`config.mk`:
```
export PLATFORM = sky130hd
export DESIGN_NAME = load_use_stall_unit_flat
export DESIGN_NICKNAME = d
export VERILOG_FILES = /design/src/rtl/load_use_stall_unit_if.sv /design/src/rtl/load_use_stall_unit.sv /design/src/flat_wrapper.sv
export SDC_FILE = /design/constraint.sdc
export NUM_CORES = 1
export LEC_CHECK = 0
export BUFFER_PORTS_ARGS = -buffer_cell sky130_fd_sc_hd__buf_2
export CORE_UTILIZATION = 45
export CTS_CLUSTER_SIZE = 40
export DETAILED_ROUTE_END_ITERATION = 10
export PLACE_DENSITY = 0.77
export SYNTH_ARGS = -nofsm -noshare
export SYNTH_HDL_FRONTEND = slang
export SYNTH_SLANG_ARGS = --single-unit
```
`constraint.sdc`:
```
create_clock -name clk -period 3.3 [get_ports clk]
set_input_delay 0.165 -clock clk [delete_from_list [all_inputs] [get_ports clk]]
set_output_delay 0.165 -clock clk [all_outputs]
set_load 0.005 [all_outputs]
```
`src/rtl/load_use_stall_unit_if.sv`:
```
// Pipeline-control bundle between the ID-stage stall unit and the datapath.
// master: the pipeline datapath (drives ID/MEM/EX status, consumes enables).
// slave : the stall unit (consumes status, drives enables and statistics).
// Handshake: there is no valid/ready pair here; every signal is a same-cycle
// level. The datapath presents status each cycle and the unit answers with
// enables combinationally in that same cycle; registers act on the next edge.
interface load_use_stall_unit_if #(
  parameter int REG_BITS = 5,
  parameter int CNT_W    = 16
) ();
  // ID-stage instruction description
  logic                id_valid;
  logic [REG_BITS-1:0] id_rs;
  logic [REG_BITS-1:0] id_rt;
  logic                id_uses_rs;
  logic                id_uses_rt;
  logic                id_is_store;
  logic                id_is_load;
  logic [REG_BITS-1:0] id_dest;
  // MEM / EX status
  logic                mem_access;
  logic                mem_ready;
  logic                branch_taken;
  // Pipeline control outputs
  logic                pc_write;
  logic                ifid_write;
  logic                ifid_flush;
  logic                idex_bubble;
  logic                freeze;
  logic                mem_timeout;
  logic [CNT_W-1:0]    lu_stalls;
  logic [CNT_W-1:0]    mem_stalls;
  // FSM state for observation: 0 = RUN, 1 = MEM_WAIT
  logic                dbg_state;

  modport master (
    output id_valid, id_rs, id_rt, id_uses_rs, id_uses_rt, id_is_store,
           id_is_load, id_dest, mem_access, mem_ready, branch_taken,
    input  pc_write, ifid_write, ifid_flush, idex_bubble, freeze,
           mem_timeout, lu_stalls, mem_stalls, dbg_state
  );

  modport slave (
    input  id_valid, id_rs, id_rt, id_uses_rs, id_uses_rt, id_is_store,
           id_is_load, id_dest, mem_access, mem_ready, branch_taken,
    output pc_write, ifid_write, ifid_flush, idex_bubble, freeze,
           mem_timeout, lu_stalls, mem_stalls, dbg_state
  );
endinterface

```
`src/rtl/load_use_stall_unit.sv`:
```
// Stall/bubble generator for the 5-stage MIPS pipeline.
// Inserts one bubble on an unforwardable load-use hazard, freezes the pipe
// while data memory is busy, and squashes IF/ID + ID/EX on a taken branch.
// Priority: freeze > flush > load-use. Tracks the EX instruction internally.
module load_use_stall_unit #(
  parameter int REG_BITS   = 5,
  parameter int WAIT_LIMIT = 15,
  parameter int CNT_W      = 16
) (
  input  logic               clk,
  input  logic               rst_n,
  load_use_stall_unit_if.slave bus
);

  localparam int WC_W = $clog2(WAIT_LIMIT + 1);
  localparam logic [WC_W-1:0] WAIT_MAX = WC_W'(WAIT_LIMIT);

  typedef enum logic {RUN = 1'b0, MEM_WAIT = 1'b1} state_t;

  state_t              state_q, state_d;
  logic                ex_valid_q, ex_valid_d;
  logic                ex_is_load_q, ex_is_load_d;
  logic [REG_BITS-1:0] ex_dest_q, ex_dest_d;
  logic                br_pend_q, br_pend_d;
  logic [WC_W-1:0]     wait_cnt_q, wait_cnt_d;
  logic                timeout_q, timeout_d;
  logic [CNT_W-1:0]    lu_cnt_q, lu_cnt_d;
  logic [CNT_W-1:0]    mem_cnt_q, mem_cnt_d;

  logic lu, mem_wait, br_eff;
  logic pc_write_c, ifid_write_c, ifid_flush_c, idex_bubble_c, freeze_c;

  // Hazard detection: rt of a store is pure store data and is forwarded,
  // so it never causes a stall; $0 never creates a dependency.
  always_comb begin
    lu = bus.id_valid & ex_valid_q & ex_is_load_q & (ex_dest_q != '0) &
         ((bus.id_uses_rs & (bus.id_rs == ex_dest_q)) |
          (bus.id_uses_rt & ~bus.id_is_store & (bus.id_rt == ex_dest_q)));
    mem_wait = bus.mem_access & ~bus.mem_ready;
    // A branch that arrived while frozen is honoured on the release cycle.
    br_eff = bus.branch_taken | br_pend_q;
  end

  // Next-state, EX record, counters and pipeline enables with fixed priority.
  always_comb begin
    state_d       = RUN;
    ex_valid_d    = ex_valid_q;
    ex_is_load_d  = ex_is_load_q;
    ex_dest_d     = ex_dest_q;
    br_pend_d     = 1'b0;
    wait_cnt_d    = '0;
    timeout_d     = timeout_q;
    lu_cnt_d      = lu_cnt_q;
    mem_cnt_d     = mem_cnt_q;
    pc_write_c    = 1'b1;
    ifid_write_c  = 1'b1;
    ifid_flush_c  = 1'b0;
    idex_bubble_c = 1'b0;
    freeze_c      = 1'b0;

    if (mem_wait) begin
      // Whole pipe holds; EX record stays as it is.
      state_d      = MEM_WAIT;
      freeze_c     = 1'b1;
      pc_write_c   = 1'b0;
      ifid_write_c = 1'b0;
      br_pend_d    = br_eff;
      wait_cnt_d   = (wait_cnt_q == WAIT_MAX) ? wait_cnt_q : wait_cnt_q + 1'b1;
      if (mem_cnt_q != '1) mem_cnt_d = mem_cnt_q + 1'b1;
    end else if (br_eff) begin
      ifid_flush_c  = 1'b1;
      idex_bubble_c = 1'b1;
      ex_valid_d    = 1'b0;
      ex_is_load_d  = 1'b0;
      ex_dest_d     = '0;
    end else if (lu) begin
      // Bubble enters EX, so the hazard cannot re-trigger next cycle.
      pc_write_c    = 1'b0;
      ifid_write_c  = 1'b0;
      idex_bubble_c = 1'b1;
      ex_valid_d    = 1'b0;
      ex_is_load_d  = 1'b0;
      ex_dest_d     = '0;
      if (lu_cnt_q != '1) lu_cnt_d = lu_cnt_q + 1'b1;
    end else begin
      ex_valid_d   = bus.id_valid;
      ex_is_load_d = bus.id_is_load;
      ex_dest_d    = bus.id_dest;
    end

    if (wait_cnt_d == WAIT_MAX) timeout_d = 1'b1;
  end

  // State and statistics registers with synchronous active-low reset.
  always_ff @(posedge clk) begin
    if (!rst_n) begin
      state_q      <= RUN;
      ex_valid_q   <= 1'b0;
      ex_is_load_q <= 1'b0;
      ex_dest_q    <= '0;
      br_pend_q    <= 1'b0;
      wait_cnt_q   <= '0;
      timeout_q    <= 1'b0;
      lu_cnt_q     <= '0;
      mem_cnt_q    <= '0;
    end else begin
      state_q      <= state_d;
      ex_valid_q   <= ex_valid_d;
      ex_is_load_q <= ex_is_load_d;
      ex_dest_q    <= ex_dest_d;
      br_pend_q    <= br_pend_d;
      wait_cnt_q   <= wait_cnt_d;
      timeout_q    <= timeout_d;
      lu_cnt_q     <= lu_cnt_d;
      mem_cnt_q    <= mem_cnt_d;
    end
  end

  assign bus.pc_write    = pc_write_c;
  assign bus.ifid_write  = ifid_write_c;
  assign bus.ifid_flush  = ifid_flush_c;
  assign bus.idex_bubble = idex_bubble_c;
  assign bus.freeze      = freeze_c;
  assign bus.mem_timeout = timeout_q;
  assign bus.lu_stalls   = lu_cnt_q;
  assign bus.mem_stalls  = mem_cnt_q;
  assign bus.dbg_state   = state_q;

endmodule

```
`src/flat_wrapper.sv`:
```
// flat-port wrapper written by rule: the top's interface ports become plain ports
module load_use_stall_unit_flat 
#(
  parameter int REG_BITS   = 5,
  parameter int WAIT_LIMIT = 15,
  parameter int CNT_W      = 16
)
  (clk, rst_n, bus_id_valid, bus_id_rs, bus_id_rt, bus_id_uses_rs, bus_id_uses_rt, bus_id_is_store, bus_id_is_load, bus_id_dest, bus_mem_access, bus_mem_ready, bus_branch_taken, bus_pc_write, bus_ifid_write, bus_ifid_flush, bus_idex_bubble, bus_freeze, bus_mem_timeout, bus_lu_stalls, bus_mem_stalls, bus_dbg_state);
  load_use_stall_unit_if #(.REG_BITS(REG_BITS), .CNT_W(CNT_W)) bus_i ();
  input  logic clk;
  input  logic rst_n;
  input wire logic [$bits(bus_i.id_valid)-1:0] bus_id_valid;
  input wire logic [$bits(bus_i.id_rs)-1:0] bus_id_rs;
  input wire logic [$bits(bus_i.id_rt)-1:0] bus_id_rt;
  input wire logic [$bits(bus_i.id_uses_rs)-1:0] bus_id_uses_rs;
  input wire logic [$bits(bus_i.id_uses_rt)-1:0] bus_id_uses_rt;
  input wire logic [$bits(bus_i.id_is_store)-1:0] bus_id_is_store;
  input wire logic [$bits(bus_i.id_is_load)-1:0] bus_id_is_load;
  input wire logic [$bits(bus_i.id_dest)-1:0] bus_id_dest;
  input wire logic [$bits(bus_i.mem_access)-1:0] bus_mem_access;
  input wire logic [$bits(bus_i.mem_ready)-1:0] bus_mem_ready;
  input wire logic [$bits(bus_i.branch_taken)-1:0] bus_branch_taken;
  output wire logic [$bits(bus_i.pc_write)-1:0] bus_pc_write;
  output wire logic [$bits(bus_i.ifid_write)-1:0] bus_ifid_write;
  output wire logic [$bits(bus_i.ifid_flush)-1:0] bus_ifid_flush;
  output wire logic [$bits(bus_i.idex_bubble)-1:0] bus_idex_bubble;
  output wire logic [$bits(bus_i.freeze)-1:0] bus_freeze;
  output wire logic [$bits(bus_i.mem_timeout)-1:0] bus_mem_timeout;
  output wire logic [$bits(bus_i.lu_stalls)-1:0] bus_lu_stalls;
  output wire logic [$bits(bus_i.mem_stalls)-1:0] bus_mem_stalls;
  output wire logic [$bits(bus_i.dbg_state)-1:0] bus_dbg_state;
  assign bus_i.id_valid = bus_id_valid;
  assign bus_i.id_rs = bus_id_rs;
  assign bus_i.id_rt = bus_id_rt;
  assign bus_i.id_uses_rs = bus_id_uses_rs;
  assign bus_i.id_uses_rt = bus_id_uses_rt;
  assign bus_i.id_is_store = bus_id_is_store;
  assign bus_i.id_is_load = bus_id_is_load;
  assign bus_i.id_dest = bus_id_dest;
  assign bus_i.mem_access = bus_mem_access;
  assign bus_i.mem_ready = bus_mem_ready;
  assign bus_i.branch_taken = bus_branch_taken;
  assign bus_pc_write = bus_i.pc_write;
  assign bus_ifid_write = bus_i.ifid_write;
  assign bus_ifid_flush = bus_i.ifid_flush;
  assign bus_idex_bubble = bus_i.idex_bubble;
  assign bus_freeze = bus_i.freeze;
  assign bus_mem_timeout = bus_i.mem_timeout;
  assign bus_lu_stalls = bus_i.lu_stalls;
  assign bus_mem_stalls = bus_i.mem_stalls;
  assign bus_dbg_state = bus_i.dbg_state;
  load_use_stall_unit #(.REG_BITS(REG_BITS), .WAIT_LIMIT(WAIT_LIMIT), .CNT_W(CNT_W)) u_core (.clk(clk), .rst_n(rst_n), .bus(bus_i));
endmodule
```
### Word level (Yosys, flattened, before mapping)

Cells that the tools add are included.

| operators by class | value |
|---|---|
| add/subtract/negate cells | 3 |
| equal/unequal tests | 6 |
| multiplexer cells | 17 |
| bitwise logic cells | 14 |
| reduce and logical (&&, ||, !) cells | 4 |

Operator list:

| kind | number |
|---|---|
| adder 16 x 1 -> 16 bit (second input constant) | 2 |
| != test 16 bit (second input constant) | 2 |
| two-way mux 1 bit | 13 |
| == test 5 bit | 2 |
| two-way mux 5 bit | 2 |
| AND 1 bit | 8 |
| == test 4 bit (second input constant) | 2 |
| two-way mux 4 bit | 2 |
| nonzero test 5 bit | 1 |
| adder 4 x 1 -> 4 bit (second input constant) | 1 |
| NOT 1 bit | 4 |
| AND reduction 2 bit | 2 |
| AND reduction 4 bit | 1 |
| bitwise OR 1 bit | 2 |

| storage, ports and cells | value |
|---|---|
| register bits | 46 |
| input bits | 25 |
| output and inout bits | 39 |

### Logic depth before layout (Yosys ltp)

| depth | value |
|---|---|
| depth after elaboration | 8 |
| gate-level depth with buffers | 8 |

### Worst setup path after synthesis

OpenSTA, ideal clock, no wires.

| path | value |
|---|---|
| path type | reg2reg |
| start | register u_core.lu_cnt_q[0], in the netlist u_core.bus.lu_stalls[0] |
| end | register u_core.lu_cnt_q[3], in the netlist u_core.bus.lu_stalls[3] |
| library setup time | 0.074 ns |
| arrival | 1.657 ns |
| slack | 1.569 ns |
| cell stages (with the launch flop) | 9 |
| period minus slack after synthesis | 1.731 ns |
| path through | dfxtp_1 > ha_1 > nand3_1 > nor4_1 > nor4_2 > nand2_2 > buf_6 > or3_1 > a21oi_1 |

| on the way | value |
|---|---|
| cells in the longest elaborated chain, start to end | 2 |

Ends and longest elaborated chain:

| element | RTL line | RTL |
|---|---|---|
| start, declared | load_use_stall_unit.sv:27 | `logic [CNT_W-1:0] lu_cnt_q, lu_cnt_d;` |
| start signal, assigned | load_use_stall_unit.sv:114 | `lu_cnt_q <= lu_cnt_d;` |
| branches (longest 2 deep; another with adder 16 x 1 -> 16 bit) | -- |  |

Parallel ways; which one is timed is not known.
A chain may end at the register's enable or synchronous reset.

### Final worst setup path

| path | value |
|---|---|
| start | register u_core.ex_dest_q[0] |
| end | output port bus_pc_write |

| on the way | value |
|---|---|
| cells in the longest elaborated chain, start to end | 7 |

Ends and longest elaborated chain:

| element | RTL line | RTL |
|---|---|---|
| start, declared | load_use_stall_unit.sv:23 | `logic [REG_BITS-1:0] ex_dest_q, ex_dest_d;` |
| start signal, assigned | load_use_stall_unit.sv:110 | `ex_dest_q <= ex_dest_d;` |
| == test 5 bit (on tied branches) | load_use_stall_unit.sv:37, load_use_stall_unit.sv:38 |  |
| AND 1 bit (on tied branches) | load_use_stall_unit.sv:37, load_use_stall_unit.sv:38 |  |
| bitwise OR 1 bit | load_use_stall_unit.sv:37 | `((bus.id_uses_rs & (bus.id_rs == ex_dest_q)) \|` |
| AND 1 bit (*) | load_use_stall_unit.sv:36 | `lu = bus.id_valid & ex_valid_q & ex_is_load_q & (ex_dest_q != '0) &` |
| two-way mux 1 bit (*) | load_use_stall_unit.sv:76 | `end else if (lu) begin` |
| two-way mux 1 bit (*) | load_use_stall_unit.sv:70 | `end else if (br_eff) begin` |
| two-way mux 1 bit (*) | load_use_stall_unit.sv:61 | `if (mem_wait) begin` |
| end, declared | flat_wrapper.sv:23 | `output wire logic [$bits(bus_i.pc_write)-1:0] bus_pc_write;` |

Mark *: on every way between the ends. The rest lies on a longest branch, timed or not.

==> metrics.md <==
| Metric | Value |
|---|---|
| Critical Path End Type | output port |
| Largest family of logic cells by synthesized area | simple AND/OR/NAND/NOR gates |
| Critical path arrival | between 1500 and 2000 ps |
| Reg2reg end | u_core.bus.lu_stalls[7]$_SDFFE_PN0P_ |
| Grt peak-use layer | met2 |
| Final net count | 343 |
| Root Driver | clkbuf_8 |
| Worst-path clk slew | 80 ps |
| CTS sink count | between 40 and 50 |
| Die area | 5120 sq um |
| Worst setup path end | bus_pc_write |
| Final Max Tran Viols | 0 |
| CP Max Fanout | 5 |
| Crit path depth | 5 |
| Hold Fails Final Rpt | 0 |
| Clk_lat worst skew | 300 ps |
| Synth warn | 0 |
| Clock Path Buffers | 2 |
| Worst clock skew | approximately 7.2 ps |
| Fin worst setup slack | between 1000 and 1500 ps |
| Worst-Margin Slew | 866 ps |
| Buffers added on ports | 63 |
| Critical path origin | u_core.ex_dest_q[0]$_SDFFE_PN0N_ |
| Worst r2r src | u_core.ex_dest_q[2]$_SDFFE_PN0N_ |
| Global-route wire length before repair | roughly 7.8 mm |
| HP Class | input pin to flip-flop |
| Largest stage delay on the critical path | 530 ps |
| Syn avg cell area | 8.70 sq um |
| Final Cycle Share | 0.624 |
| Area Growth Syn to Fin | 21.4% |
| # rows | 24 |
| Initial Util | 0.483 |
| Dpl ws | between 1000 and 1500 ps |
| Via Count | just over 2k |
| Post-synthesis sequential area ratio | 0.423 |
| Setup bufs post-CTS | 0 |
| Initial antenna violation count | 0 |
| Ports | 64 |
| Max cap viols | 0 |
| ANT cells | 0 |
| Vias in the first global route | 1,836 |
| Critical path data required time | 3130 ps |
| Met1 Track Usage GR | 0.237 |
| Hold Startpoint | bus_id_dest[2] |
| Post-CTS Resized | 0 |
| Gp weighted congestion | 0.866 |
| WS Path Type | flip-flop to output port |
| Compound-gate portion of the synthesized area | 0.139 |
| Area share of fa/ha/maj cells after synthesis | 0.0173 |
| Flop-to-flop setup slack | 1290 ps |
| Synthesized Nets | 278 |
| Routed WL per cell | 13.0 um |
| DIE HEIGHT | just over 70 um |
| Peak supply drop | about 0.24 mV |
| FF-to-FF path depth | 6 |
| F_max | 486 MHz |
| First DRT Iteration DRCs | 136 |
| Status | completed |
| WP buf/inv | 1 |
| Static Leak | 1.10 nW |
| Minimum clock period | 2060 ps |
| CP Launch Type | flip-flop |
| Met3 usage in global routing | 0.0408 |
| Cts-stage hold buffer count | 0 |
| DR vias/cell | 5.58 |
| Mapped Area | 2180 sq um |
| Post-synthesis mux area share | 0.00920 |
| Synth Instances | 250 |
| Setup Viol. Count Final | 0 |
| Total track usage | 0.196 |
| Tot Pwr | 0.00107 W |
| Met2 Resource Use GR | 0.333 |
| Pwr Density | 405 nW/um^2 |
| Max-slew headroom | 0.422 |
| WL final | 4.76 mm |
| Delay-heaviest family, CP | simple AND/OR/NAND/NOR gates |
| CORE AREA | about 4500 sq um |
| Yosys reg bits | 46 |
| Grt ovf | 0 |
| Post-synthesis simple-gate area fraction | 0.277 |
| Synth unique cells | 40 |
| First-pass iteration count of the detailed router | 4 |
| CTS Buf Count | 5 |
| Post-Synth XOR/XNOR Area | 0.109 |
| Fillers | ~410 |
| Primary FF master, synth | dfxtp_1 |
| Crit-path slowest cell | or4_1 |
| Layout cells sized above 1 | 0.254 |
| Final TNS setup | 0 ps |
| Final ANT Viol Nets | 0 |
| Post-synth ARST share | 0 |
| Largest net degree at the start of global routing | 27 |
| Drt drc | 0 |
| # H-tree levels | 2 |
| Chip Width | 71.5 um |
| CTS tree | yes |
| Post-synth EDFFs | 0 |
| Crit-path cells | or4_1, nor2_1, nor2_2, a31oi_1, buf_2 |
| Dpl hpwl | 3.42 mm |
| RSZ-0062 raised after global routing | false |
[power by group]
part | internal, W | total [W] | switching, W
Sequential | 0.000561 | 0.000569 | 0.00000763
Combinational | 0.0000348 | 0.0000719 | 0.0000372
Clock | 0.000242 | 0.000429 | 0.000187
[per-layer routing]
| metal | wire, um | share of wire | up-vias |
|---|---|---|---|
| li1 | - | - | 1029 |
| met1 | 2190 | 0.46 | 958 |
| met2 | 2240 | 0.47 | 53 |
| met3 | 248 | 0.052 | 7 |
| met4 | 76 | 0.016 | 0 |
| met5 | 0 | 0 | - |
[flip-flops by register name (all words and copies together) (netlist names)]
signal and count:
u_core.ex_valid_q 1, u_core.ex_dest_q 5, u_core.bus.lu_stalls 16, u_core.ex_is_load_q 1, u_core.bus.mem_stalls 16, u_core.bus.mem_timeout 1
u_core.br_pend_q 1, u_core.bus.dbg_state 1, u_core.wait_cnt_q 4
[worst min-delay path by stage]
stage                                       endpoint  slack [ps]  cells after the start
global route        u_core.ex_dest_q[4]$_SDFFE_PN0N_          70                      2
finish              u_core.ex_dest_q[2]$_SDFFE_PN0N_          70                      2
floorplan           u_core.ex_dest_q[0]$_SDFFE_PN0N_         290                      1
detailed placement  u_core.ex_dest_q[1]$_SDFFE_PN0N_         390                      2
global placement    u_core.ex_dest_q[0]$_SDFFE_PN0N_         380                      2
CTS                 u_core.ex_dest_q[4]$_SDFFE_PN0N_          60                      2
[cells in the mapped netlist (2+ instances only)]
master,n,area share
dfxtp_1,46,0.42
inv_1,4,0.0069
clkbuf_1,4,0.0069
or4_1,3,0.010
o21ai_0,9,0.021
and2_1,2,0.0057
ha_1,3,0.017
a21oi_1,13,0.030
nor3_1,7,0.016
clkinv_1,2,0.0035
and3_1,4,0.011
or3_1,8,0.023
o31ai_1,2,0.0069
nand2_1,16,0.028
xnor2_1,14,0.056
a22o_1,7,0.028
mux2i_1,2,0.0092
xor2_1,13,0.052
nor4_1,3,0.0086
a31oi_1,4,0.011
nor2_2,2,0.0057
nand4_1,12,0.035
nor2_1,32,0.055
nand3_1,21,0.048
o21a_1,2,0.0069
[placed cells by master (no fill, tap or decap), types with 2 or more instances in the layout]
master | Yosys | layout
buf_2 | 0 | 63
dfxtp_1 | 46 | 46
nor2_1 | 32 | 32
nand3_1 | 21 | 21
nand2_1 | 16 | 16
xnor2_1 | 14 | 14
a21oi_1 | 13 | 13
xor2_1 | 13 | 13
nand4_1 | 12 | 12
o21ai_0 | 9 | 9
or3_1 | 8 | 8
a22o_1 | 7 | 7
nor3_1 | 7 | 7
clkbuf_8 | 0 | 6
a31oi_1 | 4 | 4
and3_1 | 4 | 4
inv_1 | 4 | 4
or4_1 | 3 | 3
nor4_1 | 3 | 3
ha_1 | 3 | 3
nor2_2 | 2 | 2
clkinv_1 | 2 | 2
mux2i_1 | 2 | 2
and2_1 | 2 | 2
o31ai_1 | 2 | 2
o21a_1 | 2 | 2
[per-stage QoR]
stage | instance area [sq um] | hold WS (ps) | instances | util
6_report | 2640 | 71.8 | 367 | 0.587
5_1_grt | 2640 | 65.1 | 367 | 0.587
4_1_cts | 2640 | 64.9 | 367 | 0.587
3_5_place_dp | 2530 | 386 | 360 | 0.562
3_3_place_gp | 2530 | 383 | 360 | 0.562
2_1_floorplan | 2180 | 290 | 250 | -
[layout make-up]
type | instances | area (sq um) | area share
Clock buffer | 6 | 82.6 | 0.0313
Multi-Input combinational cell | 192 | 1200 | 0.454
Clock inverter | 1 | 30.0 | 0.0114
Tap cell | 52 | 65.1 | 0.0246
Sequential cell | 46 | 921 | 0.348
Inverter | 6 | 22.5 | 0.00852
Timing Repair Buffer | 64 | 323 | 0.122
[cells by family (layout without fill, tap and decap cells)]
| group | count (synthesis) | after routing |
|---|---|---|
| and+or+nand+nor | 117 | 117 |
| DFF | 46 | 46 |
| buffers and inverters | 12 | 77 |
| muxes | 2 | 2 |
| AOI/OAI and AO/OA | 43 | 43 |
| xor gates and xnor gates | 27 | 27 |
| adders and majority gates | 3 | 3 |
(Power assumes the default switching activity.)
